`config.mk`:
```
export PLATFORM = sky130hd
export DESIGN_NAME = instr_loader_flat
export DESIGN_NICKNAME = d
export VERILOG_FILES = /design/src/rtl/instr_loader_pkg.sv /design/src/rtl/instr_loader_if.sv /design/src/rtl/instr_loader_byte_assembler.sv /design/src/rtl/instr_loader.sv /design/src/flat_wrapper.sv
export SDC_FILE = /design/constraint.sdc
export NUM_CORES = 1
export LEC_CHECK = 0
export ABC_AREA = 1
export CAP_MARGIN = 20
export CORE_UTILIZATION = 25
export DETAILED_ROUTE_END_ITERATION = 10
export DONT_BUFFER_PORTS = 1
export PLACE_DENSITY = 0.41
export SETUP_SLACK_MARGIN = 0.1
export SYNTH_ARGS = -nofsm -noshare
export SYNTH_HDL_FRONTEND = slang
export SYNTH_SLANG_ARGS = --single-unit
```
`constraint.sdc`:
```
create_clock -name clk -period 1.8 [get_ports clk]
set_input_delay 0.27 -clock clk [delete_from_list [all_inputs] [get_ports clk]]
set_output_delay 0.27 -clock clk [all_outputs]
set_load 0.05 [all_outputs]
```
`src/rtl/instr_loader_pkg.sv`:
```
`default_nettype none
// ============================================================================
// instr_loader_pkg : shared FSM encoding and sizing defaults for instr_loader
// Revision 1.0
// ============================================================================
package instr_loader_pkg;

   localparam int MEM_BYTES_DEF = 256;
   localparam int MAX_WORDS_DEF = MEM_BYTES_DEF / 4;

   typedef enum logic [2:0] {
      ST_IDLE   = 3'd0,
      ST_LEN_HI = 3'd1,
      ST_LEN_LO = 3'd2,
      ST_DATA   = 3'd3,
      ST_WRITE  = 3'd4,
      ST_DONE   = 3'd5,
      ST_ERR    = 3'd6
   } state_e;

   function automatic logic state_is_busy(input state_e s);
      return (s == ST_LEN_HI) || (s == ST_LEN_LO) || (s == ST_DATA) || (s == ST_WRITE);
   endfunction

endpackage : instr_loader_pkg
`default_nettype wire

```
`src/rtl/instr_loader_if.sv`:
```
`default_nettype none
// ============================================================================
// instr_loader_if : byte stream in, instruction-memory write port out
// Revision 1.0
// ============================================================================
interface instr_loader_if;

   logic        load_req;
   logic [7:0]  byte_in;
   logic        byte_valid;
   logic        byte_ready;
   logic [31:0] ext_instr;
   logic [31:0] ext_instr_addr;
   logic        ext_instr_en;
   logic        start;
   logic        busy;
   logic        err;

   modport master (
      output load_req, byte_in, byte_valid,
      input  byte_ready, ext_instr, ext_instr_addr, ext_instr_en, start, busy, err
   );

   modport slave (
      input  load_req, byte_in, byte_valid,
      output byte_ready, ext_instr, ext_instr_addr, ext_instr_en, start, busy, err
   );

endinterface : instr_loader_if
`default_nettype wire

```
`src/rtl/instr_loader_byte_assembler.sv`:
```
`default_nettype none
// ============================================================================
// byte_assembler : MSB-first 4-byte shift register with 2-bit byte index
// Revision 1.0
// ============================================================================
module byte_assembler (
   input  wire logic        clk,
   input  wire logic        rst_n,
   input  wire logic        clr_i,
   input  wire logic        shift_i,
   input  wire logic [7:0]  byte_i,
   output logic [31:0]      word_o,
   output logic             last_o
);

   logic [31:0] word_q;
   logic [1:0]  idx_q;

   always_ff @(posedge clk or negedge rst_n) begin
      if (!rst_n) begin
         word_q <= 32'd0;
         idx_q  <= 2'd0;
      end else if (clr_i) begin
         idx_q  <= 2'd0;
      end else if (shift_i) begin
         word_q <= {word_q[23:0], byte_i};
         idx_q  <= idx_q + 2'd1;
      end
   end

   assign word_o = word_q;
   assign last_o = shift_i && (idx_q == 2'd3);

endmodule : byte_assembler
`default_nettype wire

```
`src/rtl/instr_loader.sv`:
```
`default_nettype none
// ============================================================================
// instr_loader : loads a length-prefixed byte stream into instruction memory
// Revision 1.0
// ============================================================================
module instr_loader
   import instr_loader_pkg::*;
#(
   parameter int MEM_BYTES = MEM_BYTES_DEF,
   parameter int MAX_WORDS = MEM_BYTES / 4
) (
   input  wire logic      clk,
   input  wire logic      rst_n,
   instr_loader_if.slave  ldr_if
);

   localparam int          AW          = $clog2(MEM_BYTES);
   localparam logic [16:0] MAX_WORDS_W = 17'(MAX_WORDS);

   state_e         state_q, state_d;
   logic [7:0]     len_hi_q;
   logic [15:0]    remaining_q;
   logic [AW-1:0]  addr_q;

   logic           w_byte_ready;
   logic           w_busy;
   logic           w_start;
   logic           w_err;
   logic           w_wr_en;
   logic           w_xfer;
   logic [15:0]    w_len;
   logic           w_len_zero;
   logic           w_len_over;
   logic           w_asm_clr;
   logic           w_asm_shift;
   logic           w_asm_last;
   logic [31:0]    w_asm_word;

   assign w_xfer     = ldr_if.byte_valid && w_byte_ready;
   assign w_len      = {len_hi_q, ldr_if.byte_in};
   assign w_len_zero = (w_len == 16'd0);
   assign w_len_over = ({1'b0, w_len} > MAX_WORDS_W);

   always_ff @(posedge clk or negedge rst_n) begin
      if (!rst_n) begin
         state_q <= ST_IDLE;
      end else begin
         state_q <= state_d;
      end
   end

   always_comb begin
      state_d = state_q;
      unique case (state_q)
         ST_IDLE, ST_DONE, ST_ERR: begin
            if (ldr_if.load_req) state_d = ST_LEN_HI;
         end
         ST_LEN_HI: begin
            if (w_xfer) state_d = ST_LEN_LO;
         end
         ST_LEN_LO: begin
            if (w_xfer) begin
               if (w_len_zero)      state_d = ST_DONE;
               else if (w_len_over) state_d = ST_ERR;
               else                 state_d = ST_DATA;
            end
         end
         ST_DATA: begin
            if (w_asm_last) state_d = ST_WRITE;
         end
         ST_WRITE: begin
            state_d = (remaining_q == 16'd1) ? ST_DONE : ST_DATA;
         end
         default: state_d = ST_IDLE;
      endcase
   end

   always_comb begin
      w_byte_ready = 1'b0;
      w_wr_en      = 1'b0;
      w_start      = 1'b0;
      w_err        = 1'b0;
      w_busy       = state_is_busy(state_q);
      unique case (state_q)
         ST_LEN_HI, ST_LEN_LO, ST_DATA: w_byte_ready = 1'b1;
         ST_WRITE:                      w_wr_en      = 1'b1;
         ST_DONE:                       w_start      = 1'b1;
         ST_ERR:                        w_err        = 1'b1;
         default:                       ;
      endcase
   end

   // Address and remaining count are only touched once per word, in WRITE,
   // so ext_instr_addr stays stable throughout the strobe.
   always_ff @(posedge clk or negedge rst_n) begin
      if (!rst_n) begin
         len_hi_q    <= 8'd0;
         remaining_q <= 16'd0;
         addr_q      <= '0;
      end else begin
         unique case (state_q)
            ST_LEN_HI: begin
               if (w_xfer) len_hi_q <= ldr_if.byte_in;
            end
            ST_LEN_LO: begin
               if (w_xfer) begin
                  remaining_q <= w_len;
                  addr_q      <= '0;
               end
            end
            ST_WRITE: begin
               addr_q      <= addr_q + AW'(4);
               remaining_q <= remaining_q - 16'd1;
            end
            default: ;
         endcase
      end
   end

   assign w_asm_clr   = (state_q == ST_LEN_LO) && w_xfer;
   assign w_asm_shift = (state_q == ST_DATA) && w_xfer;

   byte_assembler u_byte_assembler (
      .clk     (clk),
      .rst_n   (rst_n),
      .clr_i   (w_asm_clr),
      .shift_i (w_asm_shift),
      .byte_i  (ldr_if.byte_in),
      .word_o  (w_asm_word),
      .last_o  (w_asm_last)
   );

   assign ldr_if.byte_ready     = w_byte_ready;
   assign ldr_if.busy           = w_busy;
   assign ldr_if.start          = w_start;
   assign ldr_if.err            = w_err;
   assign ldr_if.ext_instr_en   = w_wr_en;
   assign ldr_if.ext_instr      = w_asm_word;
   assign ldr_if.ext_instr_addr = 32'(addr_q);

endmodule : instr_loader
`default_nettype wire

```
`src/flat_wrapper.sv`:
```
// flat-port wrapper written by rule: the top's interface ports become plain ports
module instr_loader_flat import instr_loader_pkg::*;
#(
   parameter int MEM_BYTES = MEM_BYTES_DEF,
   parameter int MAX_WORDS = MEM_BYTES / 4
)
  (clk, rst_n, ldr_if_load_req, ldr_if_byte_in, ldr_if_byte_valid, ldr_if_byte_ready, ldr_if_ext_instr, ldr_if_ext_instr_addr, ldr_if_ext_instr_en, ldr_if_start, ldr_if_busy, ldr_if_err);
  instr_loader_if ldr_if_i ();
  input  wire logic clk;
  input  wire logic rst_n;
  input wire logic [$bits(ldr_if_i.load_req)-1:0] ldr_if_load_req;
  input wire logic [$bits(ldr_if_i.byte_in)-1:0] ldr_if_byte_in;
  input wire logic [$bits(ldr_if_i.byte_valid)-1:0] ldr_if_byte_valid;
  output wire logic [$bits(ldr_if_i.byte_ready)-1:0] ldr_if_byte_ready;
  output wire logic [$bits(ldr_if_i.ext_instr)-1:0] ldr_if_ext_instr;
  output wire logic [$bits(ldr_if_i.ext_instr_addr)-1:0] ldr_if_ext_instr_addr;
  output wire logic [$bits(ldr_if_i.ext_instr_en)-1:0] ldr_if_ext_instr_en;
  output wire logic [$bits(ldr_if_i.start)-1:0] ldr_if_start;
  output wire logic [$bits(ldr_if_i.busy)-1:0] ldr_if_busy;
  output wire logic [$bits(ldr_if_i.err)-1:0] ldr_if_err;
  assign ldr_if_i.load_req = ldr_if_load_req;
  assign ldr_if_i.byte_in = ldr_if_byte_in;
  assign ldr_if_i.byte_valid = ldr_if_byte_valid;
  assign ldr_if_byte_ready = ldr_if_i.byte_ready;
  assign ldr_if_ext_instr = ldr_if_i.ext_instr;
  assign ldr_if_ext_instr_addr = ldr_if_i.ext_instr_addr;
  assign ldr_if_ext_instr_en = ldr_if_i.ext_instr_en;
  assign ldr_if_start = ldr_if_i.start;
  assign ldr_if_busy = ldr_if_i.busy;
  assign ldr_if_err = ldr_if_i.err;
  instr_loader #(.MEM_BYTES(MEM_BYTES), .MAX_WORDS(MAX_WORDS)) u_core (.clk(clk), .rst_n(rst_n), .ldr_if(ldr_if_i));
endmodule
```
==> results.txt, run 1 <==
Status - complete, but fails checks
Failing checks - negative hold slack
Synth cell types - 32
CTS Sinks - 67
Slew Viols, Final - 0
Rows - 42
Synth Area per Inst - 8.48 um^2
Gp weighted congestion - 0.836
Share of cells above drive strength 1 - 15.8%
Nets - 453
Worst Setup Start Kind - register
Post-route cell area - 4140 um^2
Clock transition at the registers of the reported paths - 0.06 ns
Crit path required time - 1.53 ns
Hold crit path type - primary input to async pin
CTS tree - done
Post-synth top flop - dfrtp_1
Antenna cells - 0
Core area - 13500 um^2
Max-slew headroom - 63.7%
Die area - 14600 um^2
Antenna violation net count after detailed routing - 0
Critical-path top delay cell - dfrtp_2
PortBufs - 0
Syn. warnings - 0
Final Non-Filler Cells - 618
Max-cap viol count - 0
CP dominant cell by count - nor2_4
Drt pass-1 iters - 4
Post-DP Area - 3750 um^2
Final period util - 91.4%
Total track usage - 12.3%
Max Root-Sink Buffers - 2
Fin Hold WS - -0.377 ns
Final setup viols - 0
Area Growth Syn to Fin - 17.4%
H-tree depth - 3
Area of the multi-input gates - 1530 um^2
Vias in the first global route - 2596
Placed Instances - 598
Yosys reg bits - 67
Worst-path fanout max - 5
Iter 0 DRT Violations - 186
Pleak - 2.06 nW
Post-Synthesis Cells - 415
DP HPWL - 6.22 mm
DIE WIDTH - 121 um
Final wirelength - 8.66 mm
Critical Path, Cell by Cell - nor2_4 -> buf_4 -> nor2_4 -> inv_1 -> nand2_2 -> buf_12
DRC viols - 0
Crit end category - primary output
Worst Setup Path Type - register to primary output
Grt ovf - 0
Vias - 2716
Initial antenna violation count - 0
Post-synth EDFFs - 0
Register area share after synthesis - 47.6%
CTS Buf Count - 9
Die height - 121 um
Worst EP arrival - 1.38 ns
Clk Latency, worst-skew pair - 0.34 ns
R2R depth - 7
Register Area - 1680 um^2
Largest stage delay, worst path - 0.44 ns
Io pins - 81
Fraction of registers with async set/reset - 100%
FMAX - 608 MHz
Largest net degree at the start of global routing - 68
Root buffer cell - clkbuf_16
Netlist Area Pre-Place - 3520 um^2
First-pass GRT wire length - 13.6 mm
Vias per Instance - 4.39
Clk_skew - 0.00372 ns
WL per Instance - 14.0 um
Initial Util - 26.1%
Power per cell area - 2100 nW/um^2
Maximum VDD drop - 0.868 mV
RSZ-0062 raised after global routing - false
Slew @ Worst Pin - 0.545 ns
Post-route setup TNS - 0 ns
Final hold violation count - 67
Tmin final - 1.65 ns
# fillers - 1429
## through the flow
| step | power (mW) | utilization, % | hold slack [ns] | setup slack [ns] |
|---|---|---|---|---|
| final | 8.68 | 30.6 | -0.377 | 0.154 |
| after global routing | 9.22 | 30.6 | -0.391 | 0.0936 |
| after CTS | 8.67 | 30.3 | -0.392 | 0.102 |
| after detailed placement | 6.70 | 27.7 | -0.0243 | 0.197 |
| after global placement | 6.66 | 27.7 | -0.0230 | 0.224 |
| after floorplan | 5.91 | - | -0.0256 | 0.258 |
## state kept, by name, indices dropped and copies added, names as in the netlist
signal                          count
u_core.u_byte_assembler.idx_q       2
u_core.len_hi_q                     8
u_core.state_q                      3
u_core.u_byte_assembler.word_o     32
u_core.remaining_q                 16
u_core.addr_q                       6
## cell type report
| class | instances | area share [%] |
|---|---|---|
| Clock buffer | 10 | 5.54 |
| Clock inverter | 6 | 2.18 |
| Inverter | 44 | 4.08 |
| Multi-Input combinational cell | 292 | 37.1 |
| Sequential cell | 67 | 40.6 |
| Tap cell | 176 | 5.33 |
| Timing Repair Buffer | 23 | 5.17 |
## critical path, delay by kind of cell, from the launching register on
family | cells | cell delay [ns]
buffers and inverters | 3 | 0.36
AND/OR/NAND/NOR | 3 | 0.23
flip-flops | 1 | 0.44
## power breakdown
part,switching [mW],internal [mW]
clock,0.686,1.21
sequential,1.74,2.14
combinational,1.76,1.14
## repair_timing
action	4_1_cts	5_1_grt
endpoints found under the hold margin	67	67
buffers inserted	1	3
endpoints found under the setup margin	2	9
pin swaps	0	2
gates resized for setup	5	4
## placed cells by master (no fill, tap or decap), types with 5 or more instances in the layout
cell,Yosys,routed
nand3_1,27,26
mux2_4,12,12
inv_1,42,41
nor2_1,46,44
o221ai_1,5,5
a21oi_1,7,7
dfrtp_1,67,65
conb_1,1,26
buf_4,28,19
nor2_4,3,5
o21ai_0,31,31
nand2_1,105,103
clkbuf_16,0,9
## per-layer routing
metal	part of all wire, %	track usage (%)
met1	47	15.7
met2	44	19.2
met3	7.1	4.15
met4	1.7	4.86
met5	0	0
## path summary, 6_finish.rpt
path,from,slack (ns),end
setup reg to reg,u_core.state_q[0],0.24,u_core.addr_q[3]
min in group clk,ldr_if_byte_valid,0.08,u_core.u_byte_assembler.idx_q[1]
setup / recovery,u_core.state_q[1],0.15,ldr_if_busy
hold / removal,rst_n,-0.38,u_core.u_byte_assembler.word_o[24]
max in group asynchronous,rst_n,2.05,u_core.addr_q[2]
hold reg to reg,u_core.remaining_q[1],0.49,u_core.remaining_q[1]
## cells in the mapped netlist, types with 4 or more instances
library cell | count | area share, %
a21oi_1 | 7 | 0.99
buf_2 | 4 | 0.57
buf_4 | 28 | 6.0
dfrtp_1 | 67 | 48
ha_1 | 4 | 1.4
inv_1 | 42 | 4.5
mux2_4 | 12 | 5.1
nand2_1 | 105 | 11
nand3_1 | 27 | 3.8
nor2_1 | 46 | 4.9
o211ai_1 | 4 | 0.85
o21ai_0 | 31 | 4.4
o221ai_1 | 5 | 1.2
xor2_1 | 4 | 0.99
## cell families after synthesis
kind of cell	count (synthesis)	synth area share [%]
other	1	0.107
flip-flops	67	47.6
multiplexers	16	6.33
XOR/XNOR	4	0.995
AO/OA/AOI/OAI	53	8.78
AND/OR/NAND/NOR	189	22.6
adder cells (fa/ha/maj)	4	1.42
buffers and inverters	81	12.2
Power figures use the tool's default switching activity.
==> run 2: changes to the inputs <==
Settings changed: CORE_MARGIN set to 8.
==> results.txt, run 2 (synthesis gave the netlist of run 1 again) <==
Final wirelength - 9.31 mm
Final hold violation count - 67
Total track usage - 10.3%
CTS Buf Count - 9
Rows - 43
Most common cell after layout, fill and taps aside - nand2_1
Hold crit path type - primary input to async pin
Vias - 2675
Post-DP Area - 3730 um^2
Slew Viols, Final - 0
Critical-path top delay cell - dfrtp_2
Final setup viols - 0
Final Non-Filler Cells - 618
Clk_skew - 0.00866 ns
Post-route cell area - 4070 um^2
Tmin final - 1.62 ns
R2r endpoint - u_core.u_byte_assembler.word_o[8]
Worst Setup Start Kind - register
Grt ovf - 0
DIE WIDTH - 135 um
Crit path required time - 1.53 ns
Worst Setup Path Type - register to primary output
Die area - 18100 um^2
WL per Instance - 15.1 um
Initial antenna violation count - 0
Post-route setup TNS - 0 ns
Critical Path, Cell by Cell - nand2_1 -> buf_4 -> nand2_2 -> buf_12
Gp weighted congestion - 0.813
Largest net degree at the start of global routing - 68
DP HPWL - 6.74 mm
Final period util - 89.9%
Clock transition at the registers of the reported paths - 0.06 ns
Largest register FFs - 32
R2r startpoint - u_core.state_q[0]
Io pins - 81
R2R depth - 6
Slew @ Worst Pin - 0.539 ns
Initial Util - 25.5%
Iter 0 DRT Violations - 134
R2R Setup Slk - 0.26 ns
Antenna violation net count after detailed routing - 0
Largest stage delay, worst path - 0.47 ns
Max-cap viol count - 0
DRC viols - 0
Drt pass-1 iters - 4
Placed Instances - 597
CTS tree - done
FMAX - 618 MHz
Most frequent cells in the layout - nand2_1 (104), dfrtp_1 (66), nor2_1 (43), inv_1 (41), o21ai_0 (31)
Max-slew headroom - 64.1%
Failing checks - negative hold slack
RSZ-0062 raised after global routing - true
Status - complete, but fails checks
Pleak - 2.04 nW
Core area - 13800 um^2
Post-Place Worst Slack - 0.229 ns
Max Root-Sink Buffers - 2
Maximum VDD drop - 0.568 mV
Fin Hold WS - -0.369 ns
Worst-path fanout max - 10
Antenna cells - 0
Vias per Instance - 4.33
First-pass GRT wire length - 15.0 mm
Die height - 135 um
Clk Latency, worst-skew pair - 0.33 ns
Area Growth Syn to Fin - 15.7%
Worst EP arrival - 1.35 ns
PortBufs - 0
Share of cells above drive strength 1 - 14.8%
Vias in the first global route - 2736
Fin util - 29.5%
Root buffer cell - clkbuf_16
Crit end category - primary output
CTS Sinks - 67
Setup slack after layout - 0.182 ns
Nets - 449
Power per cell area - 2100 nW/um^2
H-tree depth - 3
run 2: cell count changes in the layout (fill, tap and decap cells not counted), sizes merged:
cell    before  now
buf         23   19
bufinv       2    1
inv         43   45
clkbuf      10    9
run 2: worst max path at each step:
stage	from	end	depth (start not counted)
after CTS	u_core.state_q[0]	ldr_if_busy	6
after global placement	u_core.state_q[2]	u_core.u_byte_assembler.word_o[8]	4
final	u_core.state_q[2]	ldr_if_busy	4
after global routing	u_core.state_q[1]	ldr_if_busy	5
after detailed placement	u_core.state_q[2]	u_core.u_byte_assembler.word_o[8]	4
after floorplan	u_core.state_q[2]	ldr_if_busy	4
run 2: report_power, final:
| group | internal, mW | total, mW | switching (mW) |
|---|---|---|---|
| Clock | 1.08 | 1.79 | 0.706 |
| Combinational | 1.09 | 2.86 | 1.77 |
| Sequential | 2.14 | 3.89 | 1.75 |
run 2: per-layer routing:
| layer | vias up | global-route usage [%] | routed length, um |
|---|---|---|---|
| met5 | - | 0 | 0 |
| met4 | 0 | 1.87 | 51 |
| met3 | 4 | 3.64 | 848 |
| met2 | 79 | 15.9 | 4090 |
| met1 | 1280 | 13.8 | 4320 |
| li1 | 1312 | - | - |
run 2: worst max-delay path, delay by kind of cell (launching register included):
kind                   cells  cell delay [ns]
flip-flops                 1             0.47
buffers and inverters      2             0.34
AND/OR/NAND/NOR            2             0.20
run 2: layout make-up:
class	instances	area [um^2]
multi-input cells	292	1520
repair buffers	19	180
flip-flops and latches	67	1680
fillers	1470	9750
well taps	180	225
inverters	44	165
clock buffers	9	225
clock inverters	7	76.3
run 2: metrics by stage:
step                hold WS (ns)  total power [mW]
finish                    -0.369              8.54
detailed placement       -0.0235              6.71
CTS                       -0.378              8.59
global route              -0.386              9.16
global placement         -0.0235              6.67
floorplan                -0.0256              5.91
run 2: repair_timing:
action,4_1_cts,5_1_grt
setup endpoints to repair,2,2
setup buffers,2,3
pin swaps,1,0
endpoints found under the hold margin,67,67
resized for setup,2,3
==> run 3: changes to the inputs <==
Settings changed: PLACE_DENSITY 0.41 to 0.4.
==> results.txt, run 3 (synthesis gave the netlist of run 1 again) <==
Nets - 451
DP HPWL - 6.69 mm
Final wirelength - 9.19 mm
Die height - 135 um
Critical Path, Cell by Cell - nor2_2 -> nand2_1 -> inv_2 -> buf_6
Rows - 43
Clock transition at the registers of the reported paths - 0.06 ns
Area Growth Syn to Fin - 16.6%
Hold crit path type - primary input to async pin
Clk_skew - 0.00685 ns
Worst Setup Path Type - register to primary output
Gp weighted congestion - 0.777
DIE WIDTH - 135 um
Antenna cells - 0
Largest register FFs - 32
Die area - 18100 um^2
H-tree depth - 3
Share of cells above drive strength 1 - 15.2%
Largest stage delay, worst path - 0.42 ns
Power per cell area - 2100 nW/um^2
Slew @ Worst Pin - 0.549 ns
Maximum VDD drop - 0.638 mV
RSZ-0062 raised after global routing - true
First-pass GRT wire length - 14.7 mm
Tmin final - 1.63 ns
Fin util - 29.7%
Status - complete, but fails checks
Initial Util - 25.5%
Vias - 2668
Max-cap viol count - 0
PortBufs - 0
Crit end category - primary output
Worst-path fanout max - 9
Grt ovf - 0
Vias in the first global route - 2604
CTS Sinks - 67
Most frequent cells in the layout - nand2_1 (104), dfrtp_1 (66), nor2_1 (44), inv_1 (40), o21ai_0 (31)
R2r startpoint - u_core.state_q[1]
Critical-path top delay cell - dfrtp_1
CTS Buf Count - 9
Largest net degree at the start of global routing - 68
Root buffer cell - clkbuf_16
CTS tree - done
Max-slew headroom - 63.4%
Post-route setup TNS - 0 ns
FMAX - 615 MHz
Worst Setup Start Kind - register
Failing checks - negative hold slack
Core area - 13800 um^2
Io pins - 81
Iter 0 DRT Violations - 188
Clk Latency, worst-skew pair - 0.34 ns
Total track usage - 10.4%
Crit path launch - u_core.state_q[0]
Antenna violation net count after detailed routing - 0
Crit path required time - 1.53 ns
Fin Hold WS - -0.379 ns
Worst EP arrival - 1.36 ns
Final period util - 90.4%
Pleak - 2.06 nW
Final setup viols - 0
DRC viols - 0
Drt pass-1 iters - 5
Final hold violation count - 67
Vias per Instance - 4.30
Initial antenna violation count - 0
Most common cell after layout, fill and taps aside - nand2_1
Slew Viols, Final - 0
Max Root-Sink Buffers - 2
WL per Instance - 14.8 um
-- run 3: cell types whose count changed in the layout (fill, tap and decap cells not counted) --
cell	before	now
buf_6	0	2
buf_12	3	2
buf_4	16	17
bufinv_16	1	2
clkinv_4	2	1
clkinvlp_4	2	1
inv_1	41	40
inv_2	3	4
inv_6	1	2
nor2_1	43	44
nor2_2	3	2
-- run 3: layout make-up --
| class | instances | area [um^2] |
|---|---|---|
| fillers | 1457 | 9720 |
| multi-input cells | 292 | 1520 |
| repair buffers | 21 | 190 |
| well taps | 180 | 225 |
| flip-flops and latches | 67 | 1680 |
| clock inverters | 7 | 98.8 |
| clock buffers | 9 | 225 |
| inverters | 44 | 165 |
-- run 3: per-layer routing --
metal,GRT usage (%),vias to the layer above,share of wire [%]
met5,0,-,0
met4,3.37,0,0.90
met3,3.97,7,8.6
li1,-,1324,-
met2,15.1,82,44
met1,13.9,1255,47
-- run 3: final timing paths --
path,endpoint,slack (ns),cells past startpoint
worst max-delay path,ldr_if_ext_instr_en,0.17,4
worst min-delay path,u_core.u_byte_assembler.word_o[18],-0.38,0
worst max register to register,u_core.addr_q[3],0.20,7
worst min register to register,u_core.remaining_q[14],0.50,2
max in group asynchronous,u_core.state_q[2],2.06,0
min in group clk,u_core.u_byte_assembler.idx_q[1],0.08,2
-- run 3: critical path, delay by kind of cell, from the launching register on --
kind,cells,cell delay (ns)
flops,1,0.42
buf+inv,2,0.36
simple gates,2,0.24
-- run 3: report_power, final --
part           switching [mW]  internal (mW)
Sequential               1.73           2.14
Combinational            1.75           1.09
Clock                   0.700           1.22
Total                    4.19           4.45
-- run 3: what timing repair did --
action                     4_1_cts  5_1_grt
pin swaps                        1        1
buffers inserted                 3        2
setup endpoints to repair        2        2
hold endpoints to repair        67       67
gates resized for setup          5        2
-- run 3: through the flow --
stage / hold WS (ns) / cell area (um^2) / cells / setup slack, ns / power, mW
floorplan: -0.0256 / 3620 / 440 / 0.258 / 5.91
global placement: -0.0235 / 3730 / 599 / 0.207 / 6.64
detailed placement: -0.0233 / 3730 / 599 / 0.215 / 6.67
CTS: -0.396 / 4090 / 618 / 0.102 / 8.70
global route: -0.404 / 4100 / 620 / 0.0913 / 9.25
finish: -0.379 / 4100 / 620 / 0.173 / 8.63
